--- src/rtl/ps2_pkg.sv ---
// Shared state encoding, command constants and parity helper for the PS/2 host-side blocks.
package ps2_pkg;

  typedef enum logic [2:0] {
    IDLE,
    INHIBIT,
    START,
    DATA,
    PARITY,
    STOP,
    WAIT_IDLE,
    DONE
  } ps2_state_t;

  localparam logic [7:0] CMD_SET_LEDS = 8'hED;
  localparam logic [7:0] CMD_ENABLE   = 8'hF4;
  localparam logic [7:0] CMD_RESET    = 8'hFF;
  localparam logic [7:0] RSP_ACK      = 8'hFA;

  // PS/2 frames carry odd parity over the eight data bits.
  function automatic logic odd_parity(input logic [7:0] data);
    return ~^data;
  endfunction

endpackage

--- src/rtl/ps2_line_sync.sv ---
// Two-flop synchroniser for one raw PS/2 line plus a one-cycle falling-edge pulse.
module ps2_line_sync (
  input  logic i_clk,
  input  logic i_rst_n,
  input  logic i_line,
  output logic o_sync,
  output logic o_fall
);

  logic r_meta;
  logic r_sync;
  logic r_prev;

  // Reset to the idle (released-high) bus level so no false fall appears after reset.
  always_ff @(posedge i_clk) begin
    if (!i_rst_n) begin
      r_meta <= 1'b1;
      r_sync <= 1'b1;
      r_prev <= 1'b1;
    end else begin
      r_meta <= i_line;
      r_sync <= r_meta;
      r_prev <= r_sync;
    end
  end

  assign o_sync = r_sync;
  assign o_fall = r_prev & ~r_sync;

endmodule

--- src/rtl/ps2_host_tx.sv ---
// Host-to-device PS/2 transmitter: inhibits the clock, frames one byte, checks the device ACK.
//
//   state     | meaning
//   IDLE      | bus released, ready for a byte
//   INHIBIT   | PS2_CLK held low for INHIBIT_CYCLES
//   START     | start bit (data low), clock released, waiting for first device fall
//   DATA      | data bits 0..7 presented after falls 1..8
//   PARITY    | parity presented after fall 9
//   STOP      | data released as stop bit; ACK sampled on fall 11
//   WAIT_IDLE | waiting for both lines high
//   DONE      | one-cycle completion pulse
module ps2_host_tx
  import ps2_pkg::*;
#(
  parameter int INHIBIT_CYCLES = 10000,
  parameter int TIMEOUT_CYCLES = 2000000
) (
  input  logic       i_clk,
  input  logic       i_rst_n,
  input  logic       i_tx_valid,
  input  logic [7:0] i_tx_data,
  output logic       o_tx_ready,
  output logic       o_busy,
  output logic       o_done,
  output logic       o_ack_ok,
  output logic       o_err_timeout,
  input  logic       i_ps2_clk,
  input  logic       i_ps2_data,
  output logic       o_ps2_clk_drive_low,
  output logic       o_ps2_data_drive_low
);

  localparam int INH_W = (INHIBIT_CYCLES > 1) ? $clog2(INHIBIT_CYCLES) : 1;
  localparam int TMO_W = (TIMEOUT_CYCLES > 1) ? $clog2(TIMEOUT_CYCLES) : 1;
  localparam logic [INH_W-1:0] INH_LOAD = INH_W'(INHIBIT_CYCLES - 1);
  localparam logic [TMO_W-1:0] TMO_LOAD = TMO_W'(TIMEOUT_CYCLES - 1);

  ps2_state_t       r_state;
  logic [7:0]       r_shift;
  logic             r_parity;
  logic [2:0]       r_bit_idx;
  logic [INH_W-1:0] r_inh_cnt;
  logic [TMO_W-1:0] r_tmo_cnt;

  logic w_clk_sync;
  logic w_clk_fall;
  logic w_data_sync;
  logic w_data_fall_unused;
  logic w_in_frame;
  logic w_tmo_hit;

  ps2_line_sync u_clk_sync (
    .i_clk   (i_clk),
    .i_rst_n (i_rst_n),
    .i_line  (i_ps2_clk),
    .o_sync  (w_clk_sync),
    .o_fall  (w_clk_fall)
  );

  ps2_line_sync u_data_sync (
    .i_clk   (i_clk),
    .i_rst_n (i_rst_n),
    .i_line  (i_ps2_data),
    .o_sync  (w_data_sync),
    .o_fall  (w_data_fall_unused)
  );

  assign w_in_frame = (r_state == START) || (r_state == DATA) || (r_state == PARITY) ||
                      (r_state == STOP)  || (r_state == WAIT_IDLE);
  assign w_tmo_hit  = w_in_frame && (r_tmo_cnt == '0);

  always_ff @(posedge i_clk) begin
    if (!i_rst_n) begin
      r_state              <= IDLE;
      o_tx_ready           <= 1'b1;
      o_busy               <= 1'b0;
      o_done               <= 1'b0;
      o_ack_ok             <= 1'b0;
      o_err_timeout        <= 1'b0;
      o_ps2_clk_drive_low  <= 1'b0;
      o_ps2_data_drive_low <= 1'b0;
      r_shift              <= '0;
      r_parity             <= 1'b0;
      r_bit_idx            <= '0;
      r_inh_cnt            <= '0;
      r_tmo_cnt            <= '0;
    end else begin
      o_done <= 1'b0;
      // Timeout wins over any fall seen in the same cycle.
      if (w_tmo_hit) begin
        r_state              <= DONE;
        o_done               <= 1'b1;
        o_ack_ok             <= 1'b0;
        o_err_timeout        <= 1'b1;
        o_ps2_clk_drive_low  <= 1'b0;
        o_ps2_data_drive_low <= 1'b0;
      end else begin
        if (w_in_frame) r_tmo_cnt <= r_tmo_cnt - TMO_W'(1);
        case (r_state)
          IDLE: begin
            if (i_tx_valid && o_tx_ready) begin
              r_state             <= INHIBIT;
              o_tx_ready          <= 1'b0;
              o_busy              <= 1'b1;
              o_ack_ok            <= 1'b0;
              o_err_timeout       <= 1'b0;
              o_ps2_clk_drive_low <= 1'b1;
              r_shift             <= i_tx_data;
              r_parity            <= odd_parity(i_tx_data);
              r_inh_cnt           <= INH_LOAD;
            end
          end
          INHIBIT: begin
            if (r_inh_cnt == '0) begin
              r_state              <= START;
              o_ps2_clk_drive_low  <= 1'b0;
              o_ps2_data_drive_low <= 1'b1;
              r_tmo_cnt            <= TMO_LOAD;
              r_bit_idx            <= '0;
            end else begin
              r_inh_cnt <= r_inh_cnt - INH_W'(1);
            end
          end
          START: begin
            if (w_clk_fall) begin
              r_state              <= DATA;
              o_ps2_data_drive_low <= ~r_shift[0];
            end
          end
          DATA: begin
            if (w_clk_fall) begin
              if (r_bit_idx == 3'd7) begin
                r_state              <= PARITY;
                o_ps2_data_drive_low <= ~r_parity;
              end else begin
                r_shift              <= {1'b0, r_shift[7:1]};
                o_ps2_data_drive_low <= ~r_shift[1];
                r_bit_idx            <= r_bit_idx + 3'd1;
              end
            end
          end
          PARITY: begin
            if (w_clk_fall) begin
              r_state              <= STOP;
              o_ps2_data_drive_low <= 1'b0;
            end
          end
          STOP: begin
            if (w_clk_fall) begin
              r_state  <= WAIT_IDLE;
              o_ack_ok <= ~w_data_sync;
            end
          end
          WAIT_IDLE: begin
            if (w_clk_sync && w_data_sync) begin
              r_state <= DONE;
              o_done  <= 1'b1;
            end
          end
          DONE: begin
            r_state    <= IDLE;
            o_tx_ready <= 1'b1;
            o_busy     <= 1'b0;
          end
          default: r_state <= IDLE;
        endcase
      end
    end
  end

endmodule

--- config.mk ---
export PLATFORM = sky130hd
export DESIGN_NAME = ps2_host_tx
export DESIGN_NICKNAME = d
export VERILOG_FILES = /design/src/rtl/ps2_pkg.sv /design/src/rtl/ps2_line_sync.sv /design/src/rtl/ps2_host_tx.sv
export SDC_FILE = /design/constraint.sdc
export NUM_CORES = 1
export LEC_CHECK = 0
export BUFFER_PORTS_ARGS = -buffer_cell sky130_fd_sc_hd__buf_4
export CAP_MARGIN = 30
export CELL_PAD_IN_SITES_DETAIL_PLACEMENT = 1
export CELL_PAD_IN_SITES_GLOBAL_PLACEMENT = 1
export CORE_MARGIN = 10
export CORE_UTILIZATION = 30
export DETAILED_ROUTE_END_ITERATION = 7
export GPL_TIMING_DRIVEN = 0
export PLACE_DENSITY_LB_ADDON = 0.05
export SYNTH_ARGS = -nofsm -noshare
export SYNTH_HDL_FRONTEND = slang
export SYNTH_SLANG_ARGS = --single-unit
export TNS_END_PERCENT = 20
--- constraint.sdc ---
create_clock -name i_clk -period 2.42 [get_ports i_clk]
set_input_delay 0.121 -clock i_clk [delete_from_list [all_inputs] [get_ports i_clk]]
set_output_delay 0.121 -clock i_clk [all_outputs]
set_load 0.01 [all_outputs]
# ---- Word level (Yosys, flattened, before mapping)
# Index checks and enable logic that the tools add are counted.
dict set report totals {
  register_bits 62
  in_bits 13
  out_inout_bits 7
  wordCells 126
}
dict set report classes {
  n_addsub 3
  n_eq_ne 24
  muxes 43
  bitwise 8
  reduce_logical 30
}
# cell count
set op_table {}
lappend op_table {{$mux W21} 3}
lappend op_table {{$mux W3} 12}
lappend op_table {{$mux W14} 2}
lappend op_table {{$pmux W14 S2} 1}
lappend op_table {{$mux W8} 3}
lappend op_table {{$pmux W3 S8} 1}
lappend op_table {{$logic_not A21 Y1} 1}
lappend op_table {{$sub A21 B1 Y21 const B} 1}
lappend op_table {{$ne A3 B2 Y1 const B} 6}
lappend op_table {{$pmux W8 S2} 1}
lappend op_table {{$eq A3 B3 Y1 const B} 5}
lappend op_table {{$reduce_and A5 Y1} 3}
lappend op_table {{$logic_not A14 Y1} 1}
lappend op_table {{$mux W1} 14}
lappend op_table {{$reduce_bool A2 Y1} 7}
lappend op_table {{$sub A14 B1 Y14 const B} 1}
lappend op_table {{$reduce_and A3 Y1} 4}
lappend op_table {{$ne A2 B1 Y1 const B} 4}
lappend op_table {{$ne A2 B2 Y1 const B} 4}
lappend op_table {{$pmux W1 S2} 4}
lappend op_table {{$reduce_and A8 Y1} 1}
lappend op_table {{$reduce_xnor A8 Y1} 1}
lappend op_table {{$not A1 Y1} 7}
lappend op_table {{$eq A3 B2 Y1 const B} 2}
lappend op_table {{other kinds (13)} 19}

# ---- Logic depth before layout (Yosys ltp)
dict set report logic_depth {
  depth_word 8
  depth_mapped 9
  ltp_nobuf 7
}

# ---- Hierarchy
# Synthesis repeated with hierarchy kept, for this count alone.
dict set report unflattened {
  hier_cells 375
  area_unflattened_um2 3209.3
}
# mod instances cells_per_inst area_per_inst_um2 seq_area_each_um2
set by_module_without_submodules {}
lappend by_module_without_submodules {ps2_host_tx 1 361 3039.2 1141.1}
lappend by_module_without_submodules {ps2_line_sync 2 7 85.1 60.1}

# ---- Worst setup path before layout
# No wires, ideal clock.
dict set report synth_path {
  kind {register -> register}
  start {reg r_inh_cnt[4]}
  end {reg r_tmo_cnt[16]}
  setup_time_ps 116
  arrival_ps 1954
  required_ps 2304
  setup_slack_ps 350
  path_stages_with_launch 6
  n_path_buf 0
  synth_period_minus_slack_ps 2070
  path_cell_list {dfxtp_1 > or4_4 > or3_4 > o31ai_4 > nor2_1 > a31o_1}
}
dict set report synth_between {
  elab_chain_len 3
}
# item line_no
set synth_rtl {}
lappend synth_rtl {{start: declaration} ps2_host_tx.sv:42} ;# logic [INH_W-1:0] r_inh_cnt;
lappend synth_rtl {{start signal: assignment} ps2_host_tx.sv:121} ;# r_inh_cnt <= r_inh_cnt - INH_W'(1);
lappend synth_rtl {{$logic_not A14 Y1} ps2_host_tx.sv:114} ;# if (r_inh_cnt == '0) begin
lappend synth_rtl {{$mux W21} ps2_host_tx.sv:114}
lappend synth_rtl {{$mux W21} ps2_host_tx.sv:99} ;# case (r_state)
lappend synth_rtl {{end signal: assignment} ps2_host_tx.sv:98} ;# if (w_in_frame) r_tmo_cnt <= r_tmo_cnt - TMO_W'(1);
lappend synth_rtl {{end: declaration} ps2_host_tx.sv:43} ;# logic [TMO_W-1:0] r_tmo_cnt;
# No other way between the ends.
# A chain may end at the register's enable or synchronous reset.

# ---- Final worst setup path
dict set report layout_path {
  start {reg r_state[0]}
  end {reg r_inh_cnt[11]}
}
dict set report layout_between {
  elab_chain_len 8
  word_cells_on_any_way 18
  cone_classes {8 x eq/ne; 1 x mux; 1 x bitwise; 8 x reduce/logical}
}
# item line_no
set layout_rtl {}
lappend layout_rtl {{start: declaration} ps2_host_tx.sv:38} ;# ps2_state_t r_state;
lappend layout_rtl {{start signal: assignment} ps2_host_tx.sv:74} ;# r_state <= IDLE;
lappend layout_rtl {{start signal: assignment} ps2_host_tx.sv:91} ;# r_state <= DONE;
lappend layout_rtl {{start signal: assignment} ps2_host_tx.sv:102} ;# r_state <= INHIBIT;
lappend layout_rtl {{$eq A3 B2 Y1} ps2_host_tx.sv:68} ;# assign w_in_frame = (r_state == START) || (r_state == DATA) || (r_state == PARITY) ||
lappend layout_rtl {{$logic_or A1 B1 Y1 (3 in a row)} ps2_host_tx.sv:68}
lappend layout_rtl {{$logic_or A1 B1 Y1} ps2_host_tx.sv:69} ;# (r_state == STOP) || (r_state == WAIT_IDLE);
lappend layout_rtl {{$logic_and A1 B1 Y1} ps2_host_tx.sv:70} ;# assign w_tmo_hit = w_in_frame && (r_tmo_cnt == '0);
lappend layout_rtl {{$not A1 Y1 (no source line)} -}
lappend layout_rtl {{$reduce_and A4 Y1 (no source line)} -}
# Several ways; a longest one is shown, not always the timed one.

==> flow_summary.json <==
{
  "cts_buffer_depth": 2,
  "cts.htree.levels": 3,
  "cts_tree": "built",
  "routedWlPerCell_microns": 18.6,
  "r2r-end": "r_inh_cnt[11]$_SDFFE_PN0P_",
  "final_nets": 442,
  "seq_area_frac_synth_pct": 37.5,
  "num-fill-cells": 1315,
  "hold_depth": 3,
  "track_usage_pct": 13.3,
  "worstHoldStart": "i_tx_data[7]",
  "drt_wl_total_mm": 10.5,
  "yosysTopAreaCell": "dfxtp_1",
  "grt_max_degree": 11,
  "dp_hpwl_mm": 7.73,
  "worst-endpoint-required_ns": 2.70,
  "grt_pass1_wl_mm": 17.2,
  "layout.cells.non_filler": 567,
  "fin_tns_setup_ns": 0,
  "fmax_ghz": 0.431,
  "drv_slew": 0,
  "layout.cells.most_common_list": "dfxtp_1 (62), nor2_1 (33), a21oi_1 (28)",
  "area_delta_synth_final_pct": 17.9,
  "globalplace.congestion": 0.784,
  "crit_path_cell_trace": "nand4bb_1, or2_2, clkbuf_1, or4_2, a211oi_2, mux2i_1",
  "initial_core_util_pct": 30.5,
  "core_area_sq_um": 10800,
  "numPortBuffers": 19,
  "max_stage_delay_ns": 0.65,
  "synthTopCellsByArea": "dfxtp_1 (38%), xnor2_1 (5.0%), a21oi_1 (4.5%)",
  "timing.slew.headroom_pct": 56.8,
  "netlist_instances": 390,
  "vdd_ir_drop_max_mv": 0.534,
  "holdPathEnd": "r_shift[7]$_SDFFE_PN0P_",
  "cts.clk_slew.worst_paths_ns": 0.07,
  "skew_ns": 0.00874,
  "cp_slowest_cell": "or4_2",
  "multiInputGateArea_sq_um": 1990,
  "firstDrtPassIters": 4,
  "drv_cap": 0,
  "num_antenna_cells": 0,
  "synth_area_sq_um": 3310,
  "fin_crit_ns": 2.32,
  "endpoint_kind": "flop",
  "synthDominantCellAreaShare_pct": 37.5,
  "num_vias": 3041,
  "min_path_type": "in -> reg",
  "vias_per_cell": 5.36,
  "io_pins": 20,
  "worstPathMaxFanout": 7,
  "fin_crit_sh_pct": 95.9,
  "worstSetupPathType": "reg -> reg",
  "setup_violations": 0,
  "pwr_density_cell_nw_per_um2": 1710,
  "final_common_cell": "dfxtp_1",
  "r2r-start": "r_state[0]$_SDFFE_PN0P_",
  "ant_nets": 0,
  "startpoint_type": "flop",
  "leakagePower_nw": 1.43,
  "clock_sink_count": 62,
  "rsz0062_at_grt": "true",
  "cts_buffers": 9,
  "ys_warn_count": 0,
  "clk_latency_ns": 0.35,
  "status": "finished clean",
  "drive_gt1_share_pct": 16.6,
  "finish.utilization_pct": 36.0,
  "tightestPinTransition_ns": 0.646,
  "route.detailed.drc": 0,
  "synth_ff_type": "dfxtp_1",
  "regArea_sq_um": 1240,
  "postSynthAreaPerCell_sq_um": 8.49,
  "rows": 38,
  "synth_edf_count": 0,
  "drt_iter0_drc": 170,
  "arrival_ns": 2.60,
  "die_h_microns": 125,
  "grt_pass1_vias": 3129,
  "dieArea_sq_um": 15600,
  "rrSetupSlack_ns": 0.1,
  "cts-root-buf": "clkbuf_8",
  "place_area_sq_um": 3630,
  "async_reset_ff_share_pct": 0,
  "grt_antenna_before_repair": 0,
  "dp_cells": 549,
  "worst-r2r-cell-count": 6,
  "global_route.overflow_total": 0,
  "netlist-cell-type-count": 65,
  "final_cell_area_sq_um": 3900,
  "synth_fp_nets": 409,
  "die_w_microns": 125,
  "finalHoldViolations": 0,
  "ys_ff_latch": 62
}
==> worst max path at each step <==
stage / end / cells after the start / from / slack, ns
global route: r_inh_cnt[10]$_SDFFE_PN0P_ / 6 / r_tmo_cnt[2]$_SDFFE_PN0N_ / -0.06
finish: r_inh_cnt[11]$_SDFFE_PN0P_ / 6 / r_state[0]$_SDFFE_PN0P_ / 0.1
CTS: r_tmo_cnt[6]$_SDFFE_PN0N_ / 6 / r_state[0]$_SDFFE_PN0P_ / 0.02
floorplan: r_tmo_cnt[16]$_SDFFE_PN0N_ / 5 / r_inh_cnt[4]$_SDFFE_PN0P_ / 0.35
detailed placement: r_shift[5]$_SDFFE_PN0P_ / 7 / r_tmo_cnt[0]$_SDFFE_PN0N_ / -0.10
global placement: r_shift[5]$_SDFFE_PN0P_ / 7 / r_tmo_cnt[0]$_SDFFE_PN0N_ / -0.14
==> worst max-delay path, delay by kind of cell, from the launching register on <==
| family | cells | cell delay, ns |
|---|---|---|
| buffers and inverters | 1 | 0.18 |
| AND/OR/NAND/NOR | 3 | 1.25 |
| flip-flops | 1 | 0.36 |
| multiplexers | 1 | 0.20 |
| AO/OA/AOI/OAI | 1 | 0.27 |
==> area by class of cell <==
class                           instances  share of cell area [%]
Sequential cell                        62                    31.8
Tap cell                              140                    4.49
Clock buffer                           11                    3.62
Multi-Input combinational cell        295                    50.9
Buffer                                 23                    2.56
Clock inverter                          4                    1.22
Inverter                                9                   0.866
Timing Repair Buffer                   23                    4.55
==> stage by stage <==
stage               power [mW]  hold WS [ns]  setup slack (ns)
floorplan                 4.43         0.222             0.350
global placement          5.43         0.304            -0.142
detailed placement        5.49         0.317            -0.102
CTS                       6.48        0.0519            0.0171
global route              7.31         0.107           -0.0565
finish                    6.69        0.0723            0.0981
==> per-layer routing <==
| metal | vias to the layer above | share of wire, % | track usage (%) |
|---|---|---|---|
| li1 | 1521 | - | - |
| met1 | 1476 | 51 | 17.5 |
| met2 | 34 | 45 | 21.1 |
| met3 | 10 | 2.9 | 3.17 |
| met4 | 0 | 1.2 | 4.07 |
| met5 | - | 0 | 0 |
==> report_power, final <==
group          switching [mW]  internal, mW
Combinational            2.53          1.55
Clock                   0.418         0.495
Sequential              0.333          1.37
==> Yosys cell counts, types with 4 or more instances <==
library cell	instances
clkbuf_1	17
ha_1	6
nand3_1	10
or3_1	9
inv_1	8
o21ai_0	9
o2111ai_1	4
nor3_1	23
nand2_1	25
xor2_1	4
nand2b_1	8
buf_2	5
nand3b_1	4
a31oi_1	4
xnor2_1	19
nor2_1	33
o211ai_1	4
a21oi_1	30
nor3b_1	4
nor4_1	13
a211oi_1	14
dfxtp_1	62
mux2i_1	10
==> cell families after synthesis <==
| group | synth area share, % |
|---|---|
| buffers and inverters | 3.93 |
| DFF | 37.5 |
| and+or+nand+nor | 26.0 |
| AOI/OAI and AO/OA | 21.2 |
| adders and majority gates | 2.27 |
| muxes | 3.02 |
| xor gates and xnor gates | 6.09 |
==> registers in the layout, indices dropped and copies added, names as in the netlist <==
register / cells
r_tmo_cnt: 21
u_data_sync.o_sync: 1
u_clk_sync.r_prev: 1
o_ps2_clk_drive_low: 1
o_err_timeout: 1
r_state: 3
o_done: 1
u_data_sync.r_meta: 1
r_bit_idx: 3
r_shift: 8
o_ack_ok: 1
u_clk_sync.o_sync: 1
o_busy: 1
o_tx_ready: 1
u_clk_sync.r_meta: 1
r_parity: 1
r_inh_cnt: 14
o_ps2_data_drive_low: 1
==> what timing repair did <==
item	CTS	global route
resized for setup	4	14
cloned	0	0
setup endpoints to repair	8	32
setup buffers	0	2
hold buffers	2	0
pin swaps	0	2
hold endpoints to repair	2	0
Note: power is estimated with default switching activity, not from simulation.
